`config.mk`:
```
export PLATFORM = sky130hd
export DESIGN_NAME = ftdi_fifo_bridge_flat
export DESIGN_NICKNAME = d
export VERILOG_FILES = /design/src/rtl/ftdi_fifo_bridge_if.sv /design/src/rtl/ftdi_fifo_bridge.sv /design/src/flat_wrapper.sv
export SDC_FILE = /design/constraint.sdc
export NUM_CORES = 1
export LEC_CHECK = 0
export CORE_AREA = 2 2 190 267
export CTS_BUF_LIST = sky130_fd_sc_hd__clkbuf_4 sky130_fd_sc_hd__clkbuf_8 sky130_fd_sc_hd__clkbuf_16
export CTS_CLUSTER_SIZE = 14
export DETAILED_ROUTE_END_ITERATION = 10
export DIE_AREA = 0 0 192 269
export PLACE_DENSITY_LB_ADDON = 0.2
export SYNTH_ARGS = -nofsm -noshare
export SYNTH_HDL_FRONTEND = slang
export SYNTH_SLANG_ARGS = --single-unit
```
`constraint.sdc`:
```
create_clock -name clock -period 3 [get_ports clock]
set_input_delay 0.3 -clock clock [delete_from_list [all_inputs] [get_ports clock]]
set_output_delay 0.3 -clock clock [all_outputs]
set_load 0.05 [all_outputs]
```
`src/rtl/ftdi_fifo_bridge_if.sv`:
```
// FTDI 245-FIFO pin group plus the core-side RX/TX stream ports of the bridge.
interface ftdi_fifo_bridge_if #(
   parameter int unsigned DW    = 8,
   parameter int unsigned DEPTH = 16
);
   localparam int unsigned CW = $clog2(DEPTH + 1);

   // FTDI chip pins
   logic          rxf_n;
   logic          txe_n;
   logic [DW-1:0] adbus_in;
   logic [DW-1:0] adbus_out;
   logic          adbus_oe;
   logic          ftdi_rd_n;
   logic          ftdi_wr_n;

   // Core-side streams
   logic [DW-1:0] rx_data;
   logic          rx_valid;
   logic          rx_ready;
   logic [DW-1:0] tx_data;
   logic          tx_valid;
   logic          tx_ready;
   logic [CW-1:0] rx_count;
   logic [CW-1:0] tx_count;

   modport master (
      input  rxf_n, txe_n, adbus_in, rx_ready, tx_data, tx_valid,
      output adbus_out, adbus_oe, ftdi_rd_n, ftdi_wr_n,
             rx_data, rx_valid, tx_ready, rx_count, tx_count
   );

   modport slave (
      output rxf_n, txe_n, adbus_in, rx_ready, tx_data, tx_valid,
      input  adbus_out, adbus_oe, ftdi_rd_n, ftdi_wr_n,
             rx_data, rx_valid, tx_ready, rx_count, tx_count
   );
endinterface

```
`src/rtl/ftdi_fifo_bridge.sv`:
```
// Async FTDI 245-FIFO bus master with timed RD#/WR# strobes, ADBUS direction
// control, and RX/TX FIFOs towards the core.
module ftdi_fifo_bridge #(
   parameter int unsigned DW         = 8,
   parameter int unsigned DEPTH      = 16,
   parameter int unsigned RD_CYCLES  = 4,
   parameter int unsigned WR_CYCLES  = 4,
   parameter int unsigned GAP_CYCLES = 4,
   parameter int unsigned PRIORITY   = 0
) (
   input  logic               clock,
   input  logic               reset_n,
   input  logic               en,
   ftdi_fifo_bridge_if.master bus
);
   localparam int unsigned AW   = (DEPTH > 1) ? $clog2(DEPTH) : 1;
   localparam int unsigned CW   = $clog2(DEPTH + 1);
   localparam int unsigned TM1  = (RD_CYCLES > WR_CYCLES) ? RD_CYCLES : WR_CYCLES;
   localparam int unsigned TMAX = (TM1 > GAP_CYCLES) ? TM1 : GAP_CYCLES;
   localparam int unsigned TW   = $clog2(TMAX + 1);

   typedef enum logic [2:0] {
      S_IDLE, S_RD_STROBE, S_WR_SETUP, S_WR_STROBE, S_WR_HOLD, S_GAP
   } state_e;

   state_e          state_q, state_d;
   logic [TW-1:0]   tmr_q, tmr_d;
   logic            next_wr_q, next_wr_d;
   logic            rxf_meta_q, rxf_s_q, txe_meta_q, txe_s_q;
   logic            rd_n_q, rd_n_d, wr_n_q, wr_n_d, oe_q, oe_d;
   logic [DW-1:0]   dout_q, dout_d;

   logic [DW-1:0]   rx_mem [DEPTH];
   logic [AW-1:0]   rx_wp_q, rx_rp_q;
   logic [CW-1:0]   rx_cnt_q;
   logic [DW-1:0]   tx_mem [DEPTH];
   logic [AW-1:0]   tx_wp_q, tx_rp_q;
   logic [CW-1:0]   tx_cnt_q;

   logic            rx_push_c, rx_pop_c, tx_push_c, tx_pop_c;
   logic            rd_ok_c, wr_ok_c, pick_wr_c, tx_ready_c;

   assign tx_ready_c = (tx_cnt_q != CW'(DEPTH));
   assign rx_pop_c   = bus.rx_ready & (rx_cnt_q != '0);
   assign tx_push_c  = bus.tx_valid & tx_ready_c;

   // Two-flop synchronisers for the asynchronous FTDI status lines
   always_ff @(posedge clock or negedge reset_n) begin
      if (!reset_n) begin
         rxf_meta_q <= 1'b1;
         rxf_s_q    <= 1'b1;
         txe_meta_q <= 1'b1;
         txe_s_q    <= 1'b1;
      end else begin
         rxf_meta_q <= bus.rxf_n;
         rxf_s_q    <= rxf_meta_q;
         txe_meta_q <= bus.txe_n;
         txe_s_q    <= txe_meta_q;
      end
   end

   // Arbitration between a pending read and a pending write
   always_comb begin
      rd_ok_c   = en & ~rxf_s_q & (rx_cnt_q < CW'(DEPTH));
      wr_ok_c   = en & ~txe_s_q & (tx_cnt_q != '0);
      pick_wr_c = wr_ok_c;
      if (rd_ok_c && wr_ok_c) begin
         if (PRIORITY == 1)      pick_wr_c = 1'b0;
         else if (PRIORITY == 2) pick_wr_c = 1'b1;
         else                    pick_wr_c = next_wr_q;
      end
   end

   // FSM state register, strobe timer and registered pin outputs
   always_ff @(posedge clock or negedge reset_n) begin
      if (!reset_n) begin
         state_q   <= S_IDLE;
         tmr_q     <= '0;
         next_wr_q <= 1'b0;
         rd_n_q    <= 1'b1;
         wr_n_q    <= 1'b1;
         oe_q      <= 1'b0;
         dout_q    <= '0;
      end else begin
         state_q   <= state_d;
         tmr_q     <= tmr_d;
         next_wr_q <= next_wr_d;
         rd_n_q    <= rd_n_d;
         wr_n_q    <= wr_n_d;
         oe_q      <= oe_d;
         dout_q    <= dout_d;
      end
   end

   // Next-state logic; GAP lasts GAP_CYCLES-1 clocks, IDLE supplies the last idle clock
   always_comb begin
      state_d   = state_q;
      tmr_d     = tmr_q;
      next_wr_d = next_wr_q;
      rx_push_c = 1'b0;
      tx_pop_c  = 1'b0;
      case (state_q)
         S_IDLE: begin
            if (rd_ok_c || wr_ok_c) begin
               tmr_d     = '0;
               next_wr_d = ~pick_wr_c;
               if (pick_wr_c) begin
                  state_d  = S_WR_SETUP;
                  tx_pop_c = 1'b1;
               end else begin
                  state_d  = S_RD_STROBE;
               end
            end
         end
         S_RD_STROBE: begin
            if (tmr_q == TW'(RD_CYCLES - 1)) begin
               state_d   = S_GAP;
               tmr_d     = '0;
               rx_push_c = 1'b1;
            end else begin
               tmr_d = tmr_q + TW'(1);
            end
         end
         S_WR_SETUP: begin
            state_d = S_WR_STROBE;
            tmr_d   = '0;
         end
         S_WR_STROBE: begin
            if (tmr_q == TW'(WR_CYCLES - 1)) begin
               state_d = S_WR_HOLD;
               tmr_d   = '0;
            end else begin
               tmr_d = tmr_q + TW'(1);
            end
         end
         S_WR_HOLD: begin
            state_d = S_GAP;
            tmr_d   = '0;
         end
         S_GAP: begin
            if (tmr_q == TW'(GAP_CYCLES - 2)) begin
               state_d = S_IDLE;
               tmr_d   = '0;
            end else begin
               tmr_d = tmr_q + TW'(1);
            end
         end
         default: state_d = S_IDLE;
      endcase
   end

   // Pin outputs decoded from the next state so they register in step with the FSM
   always_comb begin
      rd_n_d = (state_d != S_RD_STROBE);
      wr_n_d = (state_d != S_WR_STROBE);
      oe_d   = (state_d == S_WR_SETUP) || (state_d == S_WR_STROBE) ||
               (state_d == S_WR_HOLD);
      dout_d = tx_pop_c ? tx_mem[tx_rp_q] : dout_q;
   end

   // RX FIFO storage (host -> core)
   always_ff @(posedge clock) begin
      if (rx_push_c) rx_mem[rx_wp_q] <= bus.adbus_in;
   end

   // RX FIFO pointers and occupancy
   always_ff @(posedge clock or negedge reset_n) begin
      if (!reset_n) begin
         rx_wp_q  <= '0;
         rx_rp_q  <= '0;
         rx_cnt_q <= '0;
      end else begin
         if (rx_push_c) rx_wp_q <= rx_wp_q + AW'(1);
         if (rx_pop_c)  rx_rp_q <= rx_rp_q + AW'(1);
         if (rx_push_c && !rx_pop_c)      rx_cnt_q <= rx_cnt_q + CW'(1);
         else if (!rx_push_c && rx_pop_c) rx_cnt_q <= rx_cnt_q - CW'(1);
      end
   end

   // TX FIFO storage (core -> host)
   always_ff @(posedge clock) begin
      if (tx_push_c) tx_mem[tx_wp_q] <= bus.tx_data;
   end

   // TX FIFO pointers and occupancy
   always_ff @(posedge clock or negedge reset_n) begin
      if (!reset_n) begin
         tx_wp_q  <= '0;
         tx_rp_q  <= '0;
         tx_cnt_q <= '0;
      end else begin
         if (tx_push_c) tx_wp_q <= tx_wp_q + AW'(1);
         if (tx_pop_c)  tx_rp_q <= tx_rp_q + AW'(1);
         if (tx_push_c && !tx_pop_c)      tx_cnt_q <= tx_cnt_q + CW'(1);
         else if (!tx_push_c && tx_pop_c) tx_cnt_q <= tx_cnt_q - CW'(1);
      end
   end

   assign bus.adbus_out = dout_q;
   assign bus.adbus_oe  = oe_q;
   assign bus.ftdi_rd_n = rd_n_q;
   assign bus.ftdi_wr_n = wr_n_q;
   assign bus.rx_data   = rx_mem[rx_rp_q];
   assign bus.rx_valid  = (rx_cnt_q != '0);
   assign bus.tx_ready  = tx_ready_c;
   assign bus.rx_count  = rx_cnt_q;
   assign bus.tx_count  = tx_cnt_q;
endmodule
```
`src/flat_wrapper.sv`:
```
// flat-port wrapper written by rule: the top's interface ports become plain ports
module ftdi_fifo_bridge_flat 
#(
   parameter int unsigned DW         = 8,
   parameter int unsigned DEPTH      = 16,
   parameter int unsigned RD_CYCLES  = 4,
   parameter int unsigned WR_CYCLES  = 4,
   parameter int unsigned GAP_CYCLES = 4,
   parameter int unsigned PRIORITY   = 0
)
  (clock, reset_n, en, bus_rxf_n, bus_txe_n, bus_adbus_in, bus_rx_ready, bus_tx_data, bus_tx_valid, bus_adbus_out, bus_adbus_oe, bus_ftdi_rd_n, bus_ftdi_wr_n, bus_rx_data, bus_rx_valid, bus_tx_ready, bus_rx_count, bus_tx_count);
  ftdi_fifo_bridge_if #(.DW(DW), .DEPTH(DEPTH)) bus_i ();
  input  logic clock;
  input  logic reset_n;
  input  logic en;
  input wire logic [$bits(bus_i.rxf_n)-1:0] bus_rxf_n;
  input wire logic [$bits(bus_i.txe_n)-1:0] bus_txe_n;
  input wire logic [$bits(bus_i.adbus_in)-1:0] bus_adbus_in;
  input wire logic [$bits(bus_i.rx_ready)-1:0] bus_rx_ready;
  input wire logic [$bits(bus_i.tx_data)-1:0] bus_tx_data;
  input wire logic [$bits(bus_i.tx_valid)-1:0] bus_tx_valid;
  output wire logic [$bits(bus_i.adbus_out)-1:0] bus_adbus_out;
  output wire logic [$bits(bus_i.adbus_oe)-1:0] bus_adbus_oe;
  output wire logic [$bits(bus_i.ftdi_rd_n)-1:0] bus_ftdi_rd_n;
  output wire logic [$bits(bus_i.ftdi_wr_n)-1:0] bus_ftdi_wr_n;
  output wire logic [$bits(bus_i.rx_data)-1:0] bus_rx_data;
  output wire logic [$bits(bus_i.rx_valid)-1:0] bus_rx_valid;
  output wire logic [$bits(bus_i.tx_ready)-1:0] bus_tx_ready;
  output wire logic [$bits(bus_i.rx_count)-1:0] bus_rx_count;
  output wire logic [$bits(bus_i.tx_count)-1:0] bus_tx_count;
  assign bus_i.rxf_n = bus_rxf_n;
  assign bus_i.txe_n = bus_txe_n;
  assign bus_i.adbus_in = bus_adbus_in;
  assign bus_i.rx_ready = bus_rx_ready;
  assign bus_i.tx_data = bus_tx_data;
  assign bus_i.tx_valid = bus_tx_valid;
  assign bus_adbus_out = bus_i.adbus_out;
  assign bus_adbus_oe = bus_i.adbus_oe;
  assign bus_ftdi_rd_n = bus_i.ftdi_rd_n;
  assign bus_ftdi_wr_n = bus_i.ftdi_wr_n;
  assign bus_rx_data = bus_i.rx_data;
  assign bus_rx_valid = bus_i.rx_valid;
  assign bus_tx_ready = bus_i.tx_ready;
  assign bus_rx_count = bus_i.rx_count;
  assign bus_tx_count = bus_i.tx_count;
  ftdi_fifo_bridge #(.DW(DW), .DEPTH(DEPTH), .RD_CYCLES(RD_CYCLES), .WR_CYCLES(WR_CYCLES), .GAP_CYCLES(GAP_CYCLES), .PRIORITY(PRIORITY)) u_core (.clock(clock), .reset_n(reset_n), .en(en), .bus(bus_i));
endmodule
```
==> flow_summary.ini <==
[outcome]
status = finished clean

[grt]
antenna_found_initial = 1
grt_max_degree = 34
grt_pass1_wl_um = 41400
grtUsageTotal_pct = 10.9
grt_pass1_vias = 6523
grt_overflow = 0

[min_path]
whs_path_depth = 1
worstHoldStart = bus_txe_n
min_path_type = in2reg
worstHoldEndpoint = u_core.txe_meta_q

[yosys]
yosysSeqAreaShare_pct = 72.7
async_reset_ff_share_pct = 15.8
synth_top_flop_cell = edfxtp_1
yosysWarnings = 0
synthCells = 636
ys_ff_latch = 304
syn-cell-area_mm2 = 0.0122
synth_edf_count = 256
syn-num-nets = 684
yosysUniqueCellTypes = 45
syn_avg_cell_area_um2 = 19.2

[cts]
cts_resized = 0
cts-root-buf = clkbuf_16
worstSkewPairLatency_ps = 530
clock_path_buffers = 3
h-tree-depth = 2
cts_buffers = 36
cts_tree = yes
clock-sinks = 304
path_clk_slew_ps = 60

[placement]
numPortBuffers = 53
place_congestion = 0.689
hpwl_um = 18600

[sta]
max_freq_ghz = 0.352
rsz0062_at_grt = no
finalCriticalPeriod_ps = 2840
fin_skew_ps = 28.6
fin_crit_sh_pct = 94.6
worst_slew_pin_slew_ps = 987
hold_violations = 0
finalSetupViolations = 0
relSlewSlack_pct = 33.9
tns_ps = 0
drv_slew = 0

[final_layout]
ff_latch_area_mm2 = 0.00890
area_growth_syn_to_layout_pct = 23.0
final_net_count = 793
diodes = 0
n_fill_cell = 4881
multi_input_area_mm2 = 0.00312
layout-drive-gt1-share_pct = 27.6

[die]
start_util_pct = 24.7
rows = 97
die_x_um = 192
dieArea_mm2 = 0.0516
core-area_mm2 = 0.0495
chipHeight_um = 269
io_pins = 54

[setup_path]
cp.required_ps = 2700
startpoint_type = flip-flop
r2r_start = u_core.tmr_q[1]
arrival_ps = 2540
path_class = reg2out
reg2reg_depth = 11
endpoint_kind = output pin
r2r-end = u_core.bus.rx_count[4]
r2r_slack_ps = 370
worstPathMaxFanout = 19

[run]
drv_cap = 0

[detailed_routing]
routed_wl_um = 27100
drt_pre_antenna_iters = 4
num_vias = 5959
antenna_left = 0
avgRoutedWirePerCell_um = 19.2
dr.first_iter.drc_count = 287
drc = 0
viasPerCell = 4.21

[power]
ir_drop_v = 0.000591
powerDensity_mw_per_mm2 = 980
finalPower_mw = 14.7
p_leak_nw = 5.13
[synth_stat cells, types with 9 or more instances]
cell | number | area [um2]
nor2_1 | 23 | 86.3
edfxtp_1 | 256 | 7690
buf_2 | 9 | 45.0
ha_1 | 23 | 288
nor3_1 | 10 | 50.1
o21ai_0 | 12 | 60.1
clkbuf_1 | 15 | 56.3
and2_1 | 10 | 62.6
mux4_2 | 72 | 1620
inv_1 | 23 | 86.3
mux2i_1 | 19 | 190
nand2_1 | 38 | 143
xnor2_1 | 14 | 123
dfrtp_1 | 42 | 1050
[critical path, stage by stage, from the launching register on]
cell     delay, ps
dfrtp_2        530
buf_12         240
mux4_2         530
mux4_2         490
buf_4          210
[power by group]
part | switching [mW] | internal (mW)
logic | 2.59 | 2.11
registers | 0.557 | 5.11
clock network | 1.73 | 2.66
total | 4.87 | 9.87
[metrics by stage]
step	utilization, %	instances	hold slack (ps)	instance area [um2]	worst slack [ps]
2_1_floorplan	-	636	4.41	12200	27.2
3_3_place_gp	27.9	1349	347	13800	199
3_5_place_dp	27.9	1349	348	13800	175
4_1_cts	30.4	1416	146	15000	79.8
5_1_grt	30.4	1416	171	15000	41.1
6_report	30.4	1416	182	15000	162
[state kept, by name, indices dropped and copies added, names as in the netlist]
| signal | flops |
|---|---|
| u_core.tmr_q | 3 |
| u_core.bus.ftdi_rd_n | 1 |
| u_core.txe_meta_q | 1 |
| u_core.rx_wp_q | 4 |
| u_core.bus.adbus_out | 8 |
| u_core.tx_wp_q | 4 |
| u_core.bus.adbus_oe | 1 |
| u_core.rxf_meta_q | 1 |
| u_core.rxf_s_q | 1 |
| u_core.rx_rp_q | 4 |
| u_core.next_wr_q | 1 |
| u_core.bus.tx_count | 5 |
| u_core.txe_s_q | 1 |
| u_core.tx_mem | 128 |
| u_core.state_q | 3 |
| u_core.tx_rp_q | 4 |
| u_core.bus.ftdi_wr_n | 1 |
| u_core.bus.rx_count | 5 |
| u_core.rx_mem | 128 |
[layer usage]
layer,vias to the layer above,global-route usage (%),share of wire [%]
met5,-,0,0.037
met4,2,3.30,2.2
met3,42,2.13,3.5
met2,93,21.4,57
met1,3107,11.6,37
li1,2715,-,-
[layout by cell type (no fill, tap or decap), types with 2 or more instances in the layout]
cell type        count
a21o_1               5
a21oi_1              6
and2_1              10
buf_12               4
buf_4               51
bufinv_16            3
clkbuf_16           38
clkbuf_4             7
clkdlybuf4s50_1     44
clkinv_1             3
clkinv_2             8
clkinvlp_4           4
dfrtp_1             37
dfrtp_2              5
dfstp_2              6
edfxtp_1           256
fa_1                 2
ha_1                23
inv_1               23
mux2_2               2
mux2i_1             19
mux4_2              72
nand2_1             36
nand2b_1             4
nand3_1              5
nand4_1              3
nor2_1              23
nor3_1              10
o21ai_0             12
o221ai_1             8
xnor2_1             14
xor2_1               5
[repair_timing]
| action | in CTS | in global routing |
|---|---|---|
| endpoints found under the hold margin | 18 | 0 |
| hold buffers | 1 | 0 |
| setup buffers | 0 | 0 |
[worst max-delay path by stage]
stage,from,endpoint,slack (ps),depth (start not counted)
after floorplan,u_core.bus.tx_count[2],u_core.bus.tx_count[4],30,11
after global placement,en,u_core.bus.tx_count[4],200,11
after detailed placement,en,u_core.bus.tx_count[4],180,11
after CTS,u_core.rx_rp_q[0],bus_rx_data[2],80,4
after global routing,u_core.rx_rp_q[0],bus_rx_data[2],40,4
final,u_core.rx_rp_q[0],bus_rx_data[4],160,4
[logic make-up (layout without fill, tap and decap cells)]
family	Yosys count	after routing	share of synthesized area, %
fa+ha+maj	25	25	2.68
simple gates	103	103	4.12
buf+inv	53	190	1.87
xor+xnor	19	19	1.36
flops	304	304	72.7
mux	93	93	15.0
compound gates	39	39	2.25
[cell type report]
class / instances / share of cell area [%]
clock buffer: 45 / 6.67
clock inverter: 21 / 1.38
inverter: 23 / 0.574
multi-input combinational: 279 / 20.7
sequential: 304 / 59.2
tap: 643 / 5.35
timing repair buffer: 101 / 6.11
Power figures use the tool's default switching activity.
